[src/rtl/score_pkg.sv]
// Shared types and helpers for the BCD score board and its renderer.
package score_pkg;

    typedef logic [3:0] bcd_digit_t;

    localparam int MAX_DIGITS  = 6;
    localparam int SCORE_W_MAX = 4 * MAX_DIGITS;

    // Compare two BCD numbers most significant digit first; true when a > b.
    function automatic logic bcd_gt(input logic [SCORE_W_MAX-1:0] a,
                                    input logic [SCORE_W_MAX-1:0] b);
        logic gt;
        logic decided;
        gt      = 1'b0;
        decided = 1'b0;
        for (int i = MAX_DIGITS - 1; i >= 0; i--) begin
            if (!decided && (a[4*i +: 4] != b[4*i +: 4])) begin
                gt      = (a[4*i +: 4] > b[4*i +: 4]);
                decided = 1'b1;
            end
        end
        return gt;
    endfunction

    // Start address of a glyph in a ROM that stores glyphs 0..9 back to back.
    function automatic int glyph_offset(input bcd_digit_t digit, input int w, input int h);
        return int'(digit) * w * h;
    endfunction

endpackage

[src/rtl/bcd_addsub.sv]
// Multi-digit BCD ripple adder/subtractor applying a single-digit delta to digit 0.
module bcd_addsub
    import score_pkg::*;
#(
    parameter int DIGITS = 4
) (
    input  logic [4*DIGITS-1:0] value,
    input  bcd_digit_t          amount,
    input  logic                sub,
    output logic [4*DIGITS-1:0] result,
    output logic                carry_out,
    output logic                borrow_out
);

    logic [4:0] acc;
    logic [4:0] need;
    logic       chain;
    bcd_digit_t operand;

    // Ripple digit by digit, carrying on add or borrowing on subtract.
    always_comb begin
        result  = '0;
        acc     = '0;
        need    = '0;
        chain   = 1'b0;
        operand = '0;
        for (int i = 0; i < DIGITS; i++) begin
            operand = (i == 0) ? amount : 4'd0;
            if (!sub) begin
                acc = {1'b0, value[4*i +: 4]} + {1'b0, operand} + {4'd0, chain};
                if (acc > 5'd9) begin
                    acc   = acc - 5'd10;
                    chain = 1'b1;
                end else begin
                    chain = 1'b0;
                end
            end else begin
                need = {1'b0, operand} + {4'd0, chain};
                if ({1'b0, value[4*i +: 4]} < need) begin
                    acc   = {1'b0, value[4*i +: 4]} + 5'd10 - need;
                    chain = 1'b1;
                end else begin
                    acc   = {1'b0, value[4*i +: 4]} - need;
                    chain = 1'b0;
                end
            end
            result[4*i +: 4] = acc[3:0];
        end
        carry_out  = ~sub & chain;
        borrow_out = sub & chain;
    end

endmodule

[src/rtl/score_board_bcd.sv]
// N-digit BCD score counter with high score tracking and a glyph overlay renderer.
module score_board_bcd
    import score_pkg::*;
#(
    parameter int DIGITS   = 4,
    parameter int GLYPH_W  = 60,
    parameter int GLYPH_H  = 80,
    parameter int ORIGIN_X = 560,
    parameter int ORIGIN_Y = 0,
    parameter int H_LAST   = 799,
    parameter int V_LAST   = 599,
    parameter int ADDR_W   = 16
) (
    input  logic                clk,
    input  logic                reset,
    input  logic                add,
    input  logic                decr,
    input  logic [3:0]          amount,
    input  logic                clear,
    input  logic [11:0]         x_p,
    input  logic [11:0]         y_p,
    output logic [ADDR_W-1:0]   rom_addr,
    input  logic                rom_dout,
    output logic                isFilled,
    output logic [4*DIGITS-1:0] score_bcd,
    output logic [4*DIGITS-1:0] high_bcd,
    output logic                new_high,
    output logic                saturated,
    output logic                gameover
);

    localparam int SCORE_W = 4 * DIGITS;
    localparam logic [SCORE_W-1:0] ALL_NINES = {DIGITS{4'h9}};
    localparam logic [11:0] H_LAST_C = 12'(H_LAST);
    localparam logic [11:0] V_LAST_C = 12'(V_LAST);
    localparam logic [11:0] X_LO     = 12'(ORIGIN_X);
    localparam logic [11:0] X_HI     = 12'(ORIGIN_X + DIGITS * GLYPH_W);
    localparam logic [11:0] Y_LO     = 12'(ORIGIN_Y);
    localparam logic [11:0] Y_HI     = 12'(ORIGIN_Y + GLYPH_H);

    if (DIGITS < 1 || DIGITS > MAX_DIGITS) begin : g_bad_digits
        $error("score_board_bcd: DIGITS out of range");
    end
    if (10 * GLYPH_W * GLYPH_H > (1 << ADDR_W)) begin : g_bad_addr
        $error("score_board_bcd: glyph ROM does not fit in ADDR_W bits");
    end

    bcd_digit_t             amount_eff;
    logic [SCORE_W-1:0]     next_val;
    logic                   carry_out;
    logic                   borrow_out;
    logic [SCORE_W_MAX-1:0] score_ext;
    logic [SCORE_W_MAX-1:0] high_ext;

    assign amount_eff = ((amount == 4'd0) || (amount > 4'd9)) ? 4'd1 : amount;

    bcd_addsub #(.DIGITS(DIGITS)) u_addsub (
        .value      (score_bcd),
        .amount     (amount_eff),
        .sub        (decr),
        .result     (next_val),
        .carry_out  (carry_out),
        .borrow_out (borrow_out)
    );

    // Score update with priority clear > gameover hold > decr > add.
    always_ff @(posedge clk) begin
        if (reset) begin
            score_bcd <= '0;
            gameover  <= 1'b0;
            saturated <= 1'b0;
        end else if (clear) begin
            score_bcd <= '0;
            gameover  <= 1'b0;
            saturated <= 1'b0;
        end else if (gameover) begin
            score_bcd <= '0;
        end else if (decr) begin
            if (borrow_out || (next_val == '0)) begin
                score_bcd <= '0;
                gameover  <= 1'b1;
            end else begin
                score_bcd <= next_val;
            end
        end else if (add) begin
            if (carry_out) begin
                score_bcd <= ALL_NINES;
                saturated <= 1'b1;
            end else begin
                score_bcd <= next_val;
            end
        end
    end

    // Widen both values so the shared compare helper works for any digit count.
    always_comb begin
        score_ext                = '0;
        high_ext                 = '0;
        score_ext[SCORE_W-1:0]   = score_bcd;
        high_ext[SCORE_W-1:0]    = high_bcd;
    end

    // Track the session high score one edge behind the score, pulsing new_high on updates.
    always_ff @(posedge clk) begin
        if (reset) begin
            high_bcd <= '0;
            new_high <= 1'b0;
        end else begin
            new_high <= 1'b0;
            if (bcd_gt(score_ext, high_ext)) begin
                high_bcd <= score_bcd;
                new_high <= 1'b1;
            end
        end
    end

    logic [11:0]       lx;
    logic [11:0]       ly;
    logic [11:0]       rel_x;
    logic [11:0]       rel_y;
    logic [11:0]       slot_x0;
    logic              in_region;
    logic              leading;
    logic [DIGITS-1:0] blank_vec;
    logic              blank_la;
    bcd_digit_t        digit_val;
    logic              in_region_q;
    logic              blank_q;

    // Lookahead to the next pixel so the ROM latency lines up with the current one.
    always_comb begin
        lx = x_p + 12'd1;
        ly = y_p;
        if (x_p == H_LAST_C) begin
            lx = '0;
            ly = (y_p == V_LAST_C) ? 12'd0 : y_p + 12'd1;
        end
    end

    assign in_region = (lx >= X_LO) && (lx < X_HI) && (ly >= Y_LO) && (ly < Y_HI);
    assign rel_x     = lx - X_LO;
    assign rel_y     = ly - Y_LO;

    // Leading-zero blanking: a digit is blank while it and every digit above it are zero.
    always_comb begin
        leading   = 1'b1;
        blank_vec = '0;
        for (int i = DIGITS - 1; i >= 0; i--) begin
            leading      = leading & (score_bcd[4*i +: 4] == 4'd0);
            blank_vec[i] = (i != 0) && leading;
        end
    end

    // Pick the slot under the lookahead pixel; slot k shows digit DIGITS-1-k.
    always_comb begin
        slot_x0   = '0;
        digit_val = '0;
        blank_la  = 1'b0;
        for (int k = 0; k < DIGITS; k++) begin
            if (rel_x >= 12'(k * GLYPH_W)) begin
                slot_x0   = 12'(k * GLYPH_W);
                digit_val = score_bcd[4*(DIGITS-1-k) +: 4];
                blank_la  = blank_vec[DIGITS-1-k];
            end
        end
    end

    // Glyph ROM address for the lookahead pixel, zero outside the digit row.
    always_comb begin
        rom_addr = '0;
        if (in_region) begin
            rom_addr = ADDR_W'(glyph_offset(digit_val, GLYPH_W, GLYPH_H))
                     + ADDR_W'(rel_y) * ADDR_W'(GLYPH_W)
                     + ADDR_W'(rel_x - slot_x0);
        end
    end

    // Carry region and blanking alongside the ROM access so they meet its data.
    always_ff @(posedge clk) begin
        if (reset) begin
            in_region_q <= 1'b0;
            blank_q     <= 1'b0;
        end else begin
            in_region_q <= in_region;
            blank_q     <= blank_la;
        end
    end

    assign isFilled = in_region_q & ~blank_q & rom_dout;

endmodule

[config.mk]
export PLATFORM = sky130hd
export DESIGN_NAME = score_board_bcd
export DESIGN_NICKNAME = d
export VERILOG_FILES = /design/src/rtl/score_pkg.sv /design/src/rtl/bcd_addsub.sv /design/src/rtl/score_board_bcd.sv
export SDC_FILE = /design/constraint.sdc
export NUM_CORES = 1
export LEC_CHECK = 0
export ABC_AREA = 1
export BUFFER_PORTS_ARGS = -buffer_cell sky130_fd_sc_hd__buf_2
export CORE_UTILIZATION = 35
export CTS_BUF_LIST = sky130_fd_sc_hd__clkbuf_2
export DETAILED_ROUTE_END_ITERATION = 16
export SLEW_MARGIN = 15
export SYNTH_ARGS = -nofsm -noshare
export SYNTH_HDL_FRONTEND = slang
export SYNTH_SLANG_ARGS = --single-unit
[constraint.sdc]
create_clock -name clk -period 11.7 [get_ports clk]
set_input_delay 2.34 -clock clk [delete_from_list [all_inputs] [get_ports clk]]
set_output_delay 2.34 -clock clk [all_outputs]
set_load 0.02 [all_outputs]
==> flow_summary.ini <==
[power]
p_per_area_nw_per_um2 = 152.9
vdd.ir_drop.worst_v = 0.0001708
power.total_w = 0.001379
p_leak_nw = 4.880

[finish]
final_common_cell = nand2_1
fin_nets = 1473
drive_gt1_share_pct = 17.47
most-common-layout-cells = nand2_1, inv_1, ha_1, nand3_1, buf_2
diodes = 0
area_growth_pct = 16.73

[critical_path]
rr_endpoint = score_bcd[15]
arrival_ns = 9.14
worstSetupPathType = primary input to primary output
critical_path_required_ns = 9.36
cp_max_fo = 8
rrSetupSlack_ns = 3.62
reg2reg_from = score_bcd[1]
reg2regPathDepth = 46
startpoint_type = primary input
critPathCaptureType = primary output
critPathSlowestCell = fa_1
critPathMaxStageDelay_ns = 0.58

[floorplan]
die_h_um = 150.6
initial_core_util_pct = 36.18
die-area_sq_um = 22670
core_sq_um = 21350
die_x_um = 150.6
boundaryPins = 86
rows = 53

[grt]
grt_pass1_wl_um = 33210
grt_pass1_vias = 7012
grt.met2_usage_pct = 28.94
grt_usage_pct = 18.04
grt_use_met1_pct = 26.34
grt_start_max_net_pins = 30
antenna_found_initial = 0
grt-ovfl-total = 0
grt.busiest_layer = met2
gr-usage-met3_pct = 1.818

[route]
wl_um = 20100
drtPass1Iterations = 5
via_per_inst = 4.915
drc = 0
num_vias = 7598
antenna_left = 0
wire_per_inst_um = 13.00
dr.first_iter.drc_count = 400

[timing]
finalCritPeriodShare_pct = 98.13
slew_headroom_pct = 40.58
max_freq_mhz = 87.10
skew_ns = 0.04326
finalHoldViolCount = 0
period_needed_ns = 11.48
finalSetupTns_ns = 0
slew_viol_final = 0
setup_viol = 0
holdWs_ns = 0.4663
setup_ws_ns = 0.2189
rsz0062_at_grt = true
tightest_slew_ns = 0.8892

[yosys]
syn_area_per_cell_sq_um = 6.672
netlist_instances = 1158
synth_nets = 1361
yosys_most_used_dff = dfxtp_1
seq_area_frac_synth_pct = 9.587
mappedNetlistArea_sq_um = 7726
synth_warnings = 0
yosysUniqueCellTypes = 48
synth_seq_cells = 37
synth_edf_count = 0
async_reset_ff_share_pct = 0

[clock_tree]
htree_levels = 2
clk_pin_slew_ns = 0.22
cts_tree = built
clk_path_buf_depth = 2
cts_made_buffers = 5
clockRootBuffer = clkbuf_2
clock_latency_ns = 0.44
clock-sinks = 37

[min_path]
hold_start = saturated
min_path_cells = 2
whs_endpoint = saturated
worstHoldPathType = flip-flop to flip-flop

[placed_design]
port_buffers = 85
hpwl_um = 16980
place_ws_ns = -0.08463
gp_congestion = 0.8843

[job]
maxCapViolations = 0

[status]
outcome = complete, no violations
## per-layer routing
| layer | wire length [um] | share of wire [%] |
|---|---|---|
| met1 | 10220 | 51 |
| met2 | 8933 | 44 |
| met3 | 732 | 3.6 |
| met4 | 206 | 1.0 |
| met5 | 0 | 0 |
## power breakdown
part / total [W] / switching, W / internal (W) / leakage, nW
Combinational: 0.00112 / 0.000668 / 0.000453 / 4.53
Clock: 0.0000876 / 0.0000501 / 0.0000375 / 0.0432
Sequential: 0.000171 / 0.0000222 / 0.000149 / 0.303
## worst max-delay path by stage
| stage | to | startpoint | slack [ns] | cells after the start |
|---|---|---|---|---|
| CTS | rom_addr[14] | x_p[1] | 0.005 | 45 |
| floorplan | rom_addr[15] | x_p[0] | 0.19 | 42 |
| detailed placement | rom_addr[15] | x_p[1] | -0.08 | 47 |
| global placement | rom_addr[15] | x_p[1] | 0.06 | 46 |
| global route | rom_addr[15] | x_p[2] | -0.24 | 46 |
| finish | rom_addr[15] | x_p[11] | 0.22 | 45 |
## synthesized netlist by cell type (2+ instances only)
| master | instances | area share [%] |
|---|---|---|
| a211oi_1 | 2 | 0.19 |
| a21o_1 | 5 | 0.49 |
| a21oi_1 | 80 | 5.2 |
| a31oi_1 | 5 | 0.40 |
| buf_2 | 5 | 0.32 |
| buf_4 | 2 | 0.19 |
| clkbuf_1 | 8 | 0.39 |
| dfxtp_1 | 37 | 9.6 |
| fa_1 | 42 | 11 |
| ha_1 | 127 | 21 |
| inv_1 | 210 | 10 |
| inv_2 | 5 | 0.24 |
| nand2_1 | 239 | 12 |
| nand2_2 | 22 | 1.8 |
| nand2_4 | 3 | 0.44 |
| nand3_1 | 92 | 6.0 |
| nand3_2 | 5 | 0.65 |
| nand3_4 | 2 | 0.45 |
| nand3b_1 | 3 | 0.29 |
| nand4_1 | 23 | 1.9 |
| nor2_1 | 82 | 4.0 |
| nor2_2 | 3 | 0.24 |
| nor3_1 | 19 | 1.2 |
| nor4_1 | 3 | 0.24 |
| o211ai_1 | 7 | 0.68 |
| o21a_1 | 2 | 0.19 |
| o21ai_0 | 50 | 3.2 |
| o21ai_1 | 2 | 0.13 |
| o21bai_1 | 4 | 0.39 |
| or2_2 | 4 | 0.32 |
| xnor2_1 | 16 | 1.8 |
| xor2_1 | 33 | 3.7 |
## sequential cells by signal (all words and copies together) (netlist names)
register / cells
saturated: 1
high_bcd: 16
score_bcd: 16
gameover: 1
blank_q: 1
in_region_q: 1
new_high: 1
## logic make-up (layout without fill, tap and decap cells)
logic type | count (synthesis) | count (layout) | share of synthesized area (%)
adder cells (fa/ha/maj) | 169 | 169 | 31.45
XOR/XNOR | 49 | 49 | 5.555
AO/OA/AOI/OAI | 165 | 165 | 11.85
buffers and inverters | 233 | 346 | 11.61
flip-flops | 37 | 37 | 9.587
AND/OR/NAND/NOR | 505 | 505 | 29.94
## stage by stage
stage	std cells	instance area (sq um)	utilization [%]
after detailed placement	1534	8661	40.56
after CTS	1542	8738	40.92
final	1546	9019	42.24
after global routing	1546	9019	42.24
after floorplan	1158	7726	-
after global placement	1534	8661	40.56
## critical path: cells and delay by family
kind                       cells  cell delay [ns]
adders and majority gates      9             3.46
AOI/OAI and AO/OA              5             0.78
buffers and inverters          8             0.59
and+or+nand+nor               23             1.96
## repair_timing
| action | CTS | global route |
|---|---|---|
| endpoints found under the setup margin | 2 | 5 |
| pin swaps | 1 | 30 |
| buffers inserted | 0 | 4 |
| gates resized for setup | 4 | 65 |
| hold endpoints to repair | 0 | 0 |
| hold buffers | 0 | 0 |
| cloned | 0 | 0 |
## layout make-up
class,instances,area (sq um)
clock buffer,6,30.03
clock inverter,2,38.79
fill,2275,12330
inverter,215,807.0
multi-input combinational,888,6299
sequential,37,740.7
tap,275,344.1
timing repair buffer,123,759.5
Note: power is estimated with default switching activity, not from simulation.
